[config.mk]
export PLATFORM = sky130hd
export DESIGN_NAME = usb11_send
export DESIGN_NICKNAME = d
export VERILOG_FILES = /design/src/rtl/usb11_send.sv
export SDC_FILE = /design/constraint.sdc
export NUM_CORES = 1
export LEC_CHECK = 0
export CAP_MARGIN = 10
export CORE_MARGIN = 2
export CORE_UTILIZATION = 50
export DETAILED_ROUTE_END_ITERATION = 8
export GPL_TIMING_DRIVEN = 0
export PLACE_DENSITY = 0.74
export SLEW_MARGIN = 20
export SYNTH_ARGS = -nofsm -noshare
export SYNTH_HDL_FRONTEND = slang
export SYNTH_SLANG_ARGS = --single-unit
export TNS_END_PERCENT = 100
[constraint.sdc]
create_clock -name clk -period 1.7 [get_ports clk]
set_input_delay 0.17 -clock clk [delete_from_list [all_inputs] [get_ports clk]]
set_output_delay 0.17 -clock clk [all_outputs]
set_load 0.02 [all_outputs]
[src/rtl/usb11_send.sv]
// Low-speed USB 1.1 transmitter: SYNC, NRZI + bit-stuffed LSB-first payload, then EOP on DP/DM.
// oe rises 1 clk after the first byte is accepted; tx_ready drops while the holding register is full or during EOP.
`timescale 1ns/1ps
module usb11_send #(
  parameter int CLKS_PER_BIT = 8
) (
  input  logic       clk,
  input  logic       rst_n,
  input  logic [7:0] tx_data,
  input  logic       tx_valid,
  input  logic       tx_last,
  output logic       tx_ready,
  output logic       dp,
  output logic       dm,
  output logic       oe,
  output logic       busy,
  output logic       tx_done,
  output logic       underrun
);

  localparam int CW = (CLKS_PER_BIT > 8) ? $clog2(CLKS_PER_BIT) : 3;
  localparam logic [CW-1:0] LAST_CNT = CW'(CLKS_PER_BIT - 1);

  typedef enum logic [2:0] {
    S_IDLE,
    S_SYNC,
    S_DATA,
    S_STUFF,
    S_EOP_SE0,
    S_EOP_J
  } state_t;

  state_t          r_state, w_state;
  logic [CW-1:0]   r_cnt, w_cnt;
  logic [2:0]      r_bit_idx, w_bit_idx;
  logic [2:0]      r_ones, w_ones;
  logic [7:0]      r_shift, w_shift;
  logic            r_last, w_last;
  logic [7:0]      r_hold_dat, w_hold_dat;
  logic            r_hold_last, w_hold_last;
  logic            r_hold_vld, w_hold_vld;
  logic            r_dp, w_dp;
  logic            r_dm, w_dm;
  logic            r_oe, w_oe;
  logic            r_done, w_done;
  logic            r_underrun, w_underrun;
  logic            r_alive;

  logic            w_wrap;
  logic            w_accept;
  logic            w_avail;
  logic [7:0]      w_byte;
  logic            w_byte_last;
  logic [2:0]      w_idx_inc;
  logic            w_send;
  logic            w_bit;
  logic            w_advance;
  logic            w_load;
  logic            w_eop;

  assign w_wrap      = (r_state != S_IDLE) && (r_cnt == LAST_CNT);
  assign tx_ready    = r_alive && !r_hold_vld && (r_state != S_EOP_SE0) && (r_state != S_EOP_J);
  assign w_accept    = tx_valid && tx_ready;
  // A byte arriving exactly at a byte boundary bypasses the holding register.
  assign w_avail     = r_hold_vld || w_accept;
  assign w_byte      = r_hold_vld ? r_hold_dat : tx_data;
  assign w_byte_last = r_hold_vld ? r_hold_last : tx_last;
  assign w_idx_inc   = r_bit_idx + 3'd1;

  always_ff @(posedge clk or negedge rst_n) begin
    if (!rst_n) begin
      r_state     <= S_IDLE;
      r_cnt       <= '0;
      r_bit_idx   <= 3'd0;
      r_ones      <= 3'd0;
      r_shift     <= 8'd0;
      r_last      <= 1'b0;
      r_hold_dat  <= 8'd0;
      r_hold_last <= 1'b0;
      r_hold_vld  <= 1'b0;
      r_dp        <= 1'b0;
      r_dm        <= 1'b1;
      r_oe        <= 1'b0;
      r_done      <= 1'b0;
      r_underrun  <= 1'b0;
      r_alive     <= 1'b0;
    end else begin
      r_state     <= w_state;
      r_cnt       <= w_cnt;
      r_bit_idx   <= w_bit_idx;
      r_ones      <= w_ones;
      r_shift     <= w_shift;
      r_last      <= w_last;
      r_hold_dat  <= w_hold_dat;
      r_hold_last <= w_hold_last;
      r_hold_vld  <= w_hold_vld;
      r_dp        <= w_dp;
      r_dm        <= w_dm;
      r_oe        <= w_oe;
      r_done      <= w_done;
      r_underrun  <= w_underrun;
      r_alive     <= 1'b1;
    end
  end

  always_comb begin
    w_state     = r_state;
    w_cnt       = (r_state == S_IDLE || w_wrap) ? '0 : r_cnt + CW'(1);
    w_bit_idx   = r_bit_idx;
    w_ones      = r_ones;
    w_shift     = r_shift;
    w_last      = r_last;
    w_hold_dat  = r_hold_dat;
    w_hold_last = r_hold_last;
    w_hold_vld  = r_hold_vld;
    w_dp        = r_dp;
    w_dm        = r_dm;
    w_oe        = r_oe;
    w_done      = 1'b0;
    w_underrun  = 1'b0;
    w_send      = 1'b0;
    w_bit       = 1'b0;
    w_advance   = 1'b0;
    w_load      = 1'b0;
    w_eop       = 1'b0;

    case (r_state)
      S_IDLE: begin
        if (r_hold_vld) begin
          w_state   = S_SYNC;
          w_oe      = 1'b1;
          w_bit_idx = 3'd0;
          w_send    = 1'b1;
        end
      end
      S_SYNC: begin
        if (w_wrap) begin
          if (r_bit_idx != 3'd7) begin
            w_bit_idx = w_idx_inc;
            w_send    = 1'b1;
            w_bit     = (r_bit_idx == 3'd6);
          end else begin
            w_load = 1'b1;
          end
        end
      end
      S_DATA: begin
        if (w_wrap) begin
          if (r_ones == 3'd6) begin
            w_state = S_STUFF;
            w_send  = 1'b1;
          end else begin
            w_advance = 1'b1;
          end
        end
      end
      S_STUFF: begin
        if (w_wrap) w_advance = 1'b1;
      end
      S_EOP_SE0: begin
        if (w_wrap) begin
          if (r_bit_idx == 3'd0) begin
            w_bit_idx = 3'd1;
          end else begin
            w_state = S_EOP_J;
            w_dp    = 1'b0;
            w_dm    = 1'b1;
          end
        end
      end
      S_EOP_J: begin
        if (w_wrap) begin
          w_state = S_IDLE;
          w_oe    = 1'b0;
          w_dp    = 1'b0;
          w_dm    = 1'b1;
          w_done  = 1'b1;
        end
      end
      default: w_state = S_IDLE;
    endcase

    // Bit boundary after a data or stuff bit: next data bit, next byte, or end of packet.
    if (w_advance) begin
      if (r_bit_idx != 3'd7) begin
        w_state   = S_DATA;
        w_bit_idx = w_idx_inc;
        w_send    = 1'b1;
        w_bit     = r_shift[w_idx_inc];
      end else if (r_last) begin
        w_eop = 1'b1;
      end else if (w_avail) begin
        w_load = 1'b1;
      end else begin
        w_underrun = 1'b1;
        w_eop      = 1'b1;
      end
    end

    if (w_load) begin
      w_state   = S_DATA;
      w_shift   = w_byte;
      w_last    = w_byte_last;
      w_bit_idx = 3'd0;
      w_send    = 1'b1;
      w_bit     = w_byte[0];
    end

    if (w_eop) begin
      w_state   = S_EOP_SE0;
      w_bit_idx = 3'd0;
      w_dp      = 1'b0;
      w_dm      = 1'b0;
    end

    // NRZI: a 0 toggles the line and breaks the run of ones; a 1 holds the line.
    if (w_send) begin
      if (!w_bit) begin
        w_dp   = ~r_dp;
        w_dm   = ~r_dm;
        w_ones = 3'd0;
      end else begin
        w_ones = r_ones + 3'd1;
      end
    end

    if (w_load) begin
      w_hold_vld = 1'b0;
    end else if (w_accept) begin
      w_hold_vld  = 1'b1;
      w_hold_dat  = tx_data;
      w_hold_last = tx_last;
    end
  end

  assign dp       = r_dp;
  assign dm       = r_dm;
  assign oe       = r_oe;
  assign busy     = (r_state != S_IDLE);
  assign tx_done  = r_done;
  assign underrun = r_underrun;

endmodule

==> out/results.ini <==
[final_layout]
final_common_cell = dfrtp_1
fin_area_um2 = 3020
drive_above_1_share_pct = 42.2
num_antenna_cells = 0
final_core_util_pct = 75.4
nets = 265
fillers = 241
final_cell_mix = dfrtp_1 (34), clkdlybuf4s50_1 (15), mux2i_1 (14), buf_4 (11)
area_growth_pct = 44.9

[drt]
drt-initial-drc-count = 152
wirelength_um = 6100
wire_per_inst_um = 20.7
via_count = 1769
via_per_inst = 6.02
route.antenna.remaining_nets = 0
drc_errors = 0
dr.pass1.iters = 4

[setup_path]
start_kind = register
arrival_ps = 2260
worst_ep_required_time_ps = 1890
cp_max_fo = 8
end_kind = register
crit_type = reg -> reg

[sta]
fin_crit_ps = 2060
hold_viol_final = 0
rsz0062_at_grt = true
fmax_ghz = 0.485
final.setup_skew_ps = 3.25
setup_viol = 27
setup_ws_ps = -362
finalCritPeriodShare_pct = 121
drv_slew = 0

[global_route]
grt-ovfl-total = 0
grt_max_degree = 29
grt.total_usage_pct = 28.1
antenna_found_initial = 0
grt_pass1_vias = 1896
grt_pass1_wl_um = 9480

[synth]
synth_seq_cells = 37
postSynthAreaPerCell_um2 = 10.5
synth.yosys.seq_area_share_pct = 44.5
synth_simple_gate_area_share_pct = 16.2
synth_top_area_cell = dfrtp_1
synth_fp_nets = 220
synthAdderAreaFrac_pct = 6.01
async_flop_share_pct = 100
postSynthCellCount = 198
synthXorXnorAreaFrac_pct = 0
synth_edf_count = 0
synthTopCellsByArea = dfrtp_1 (43%), mux2i_1 (6.7%), ha_1 (6.0%), mux2_1 (4.3%), o21ai_0 (4.1%)
ys_warn_count = 0
synth_top_cell_area_share_pct = 43.2
syn-cell-area_um2 = 2080
synth_top_family_by_area = simple AND/OR/NAND/NOR gates
synth_ff_type = dfrtp_1
muxShareOfSynthArea_pct = 13.2
synth_compound_area_share_pct = 15.1
ys_types = 51

[placement]
dpl-instance-area_um2 = 2440
io_buffers = 18
dp_hpwl_um = 3490
gp_congestion = 0.868
place_ws_ps = -398

[pwr]
p_leak_nw = 1.30
p_per_area_nw_per_um2 = 1150
power_mw = 3.48
worst_ir_drop_vdd_mv = 0.677

[floorplan]
die_height_um = 68.6
coreArea_um2 = 4000
pin_count = 19
initial_core_util_pct = 52.1
rows = 23
die_w_um = 68.6
dieArea_um2 = 4700

[clock_tree]
insertion_delay_ps = 290
htreeDepth = 2
root_buffer = clkbuf_8
cts_tree = built
clkTransAtPathRegs_ps = 70
clockBufferDepth = 2
cts_num_sinks = 37
cts_made_buffers = 5

[flow_run]
maxCapViolCount = 0

[worst_hold_path]
min_path_type = in -> async

[status]
status = complete, but fails checks
violations = setup timing

routing by layer:
layer	global-route usage, %	vias to the layer above	wire length [µm]
met1	35.0	894	2490
met3	4.55	22	174
met2	47.7	50	3210
li1	-	803	-
met4	12.5	0	225
met5	0	-	0
timing repair:
item                       4_1_cts  5_1_grt
gates cloned                     3        0
pin swaps                       26        5
hold endpoints to repair         9        0
resized for setup               62       26
hold buffers                     1        0
setup endpoints to repair       28       31
setup buffers                   11        4
registers in the layout (all words and copies together), names as in the netlist, 3 cells and up:
signal	count
r_hold_dat	8
r_shift	8
r_bit_idx	3
r_cnt	3
r_ones	3
r_state	3
stage by stage:
stage | cells | hold WS, ps | TNS (ps)
after floorplan | 198 | -126 | -1110
after global placement | 266 | 432 | -17610
after detailed placement | 267 | 61.5 | -6070
after CTS | 290 | 287 | -3650
after global routing | 294 | 303 | -6540
final | 294 | 276 | -4420
kinds of logic after synthesis:
kind of cell,count (synthesis)
buffers and inverters,21
muxes,25
DFF,37
and+or+nand+nor,57
AOI/OAI and AO/OA,47
adders and majority gates,10
other,1
worst max-delay path: stages, from the launching register on:
cell and delay, ps:
dfrtp_2 410, buf_6 120, buf_4 170, mux2i_1 250, mux4_2 300, nor2_4 60
o32ai_4 340, mux2i_1 310
Yosys cell counts, types with 3 or more instances:
cell	count
nand3b_1	3
buf_2	5
nor3_1	4
inv_1	11
o21ai_0	17
nor2_1	11
nor3b_1	3
nand2_1	15
a21oi_1	8
ha_1	10
o211ai_1	3
nand4_1	3
mux2_1	8
mux2i_1	14
o22ai_1	3
dfrtp_1	36
and3_1	4
cell type report:
cell class | count | area [µm²] | share of cell area (%)
Multi-Input combinational cell | 141 | 1390 | 46.0
Timing Repair Buffer | 37 | 382 | 12.6
Sequential cell | 37 | 930 | 30.8
Clock buffer | 7 | 86.3 | 2.86
Tap cell | 50 | 62.6 | 2.07
Clock inverter | 1 | 30.0 | 0.995
Inverter | 11 | 43.8 | 1.45
Buffer | 10 | 95.1 | 3.15
worst paths after layout:
path / start / to / slack (ps) / cells past startpoint
max: r_bit_idx[0]$_DFF_PN0_ / dp$_DFF_PN0_ / -360 / 7
min: rst_n / r_state[1]$_DFF_PN0_ / 280 / 2
max reg2reg: r_bit_idx[0]$_DFF_PN0_ / dp$_DFF_PN0_ / -360 / 7
min reg2reg: r_hold_dat[6]$_DFFE_PN0P_ / r_hold_dat[6]$_DFFE_PN0P_ / 520 / 1
max in group asynchronous: rst_n / dm$_DFF_PN1_ / 920 / 3
min in group clk: r_hold_dat[6]$_DFFE_PN0P_ / r_hold_dat[6]$_DFFE_PN0P_ / 520 / 1
power breakdown:
group | leakage, nW | switching (mW) | total, mW | internal, mW
logic | 0.771 | 0.707 | 1.46 | 0.755
registers | 0.469 | 0.156 | 1.22 | 1.07
clock network | 0.0585 | 0.319 | 0.797 | 0.478
Power figures use the tool's default switching activity.
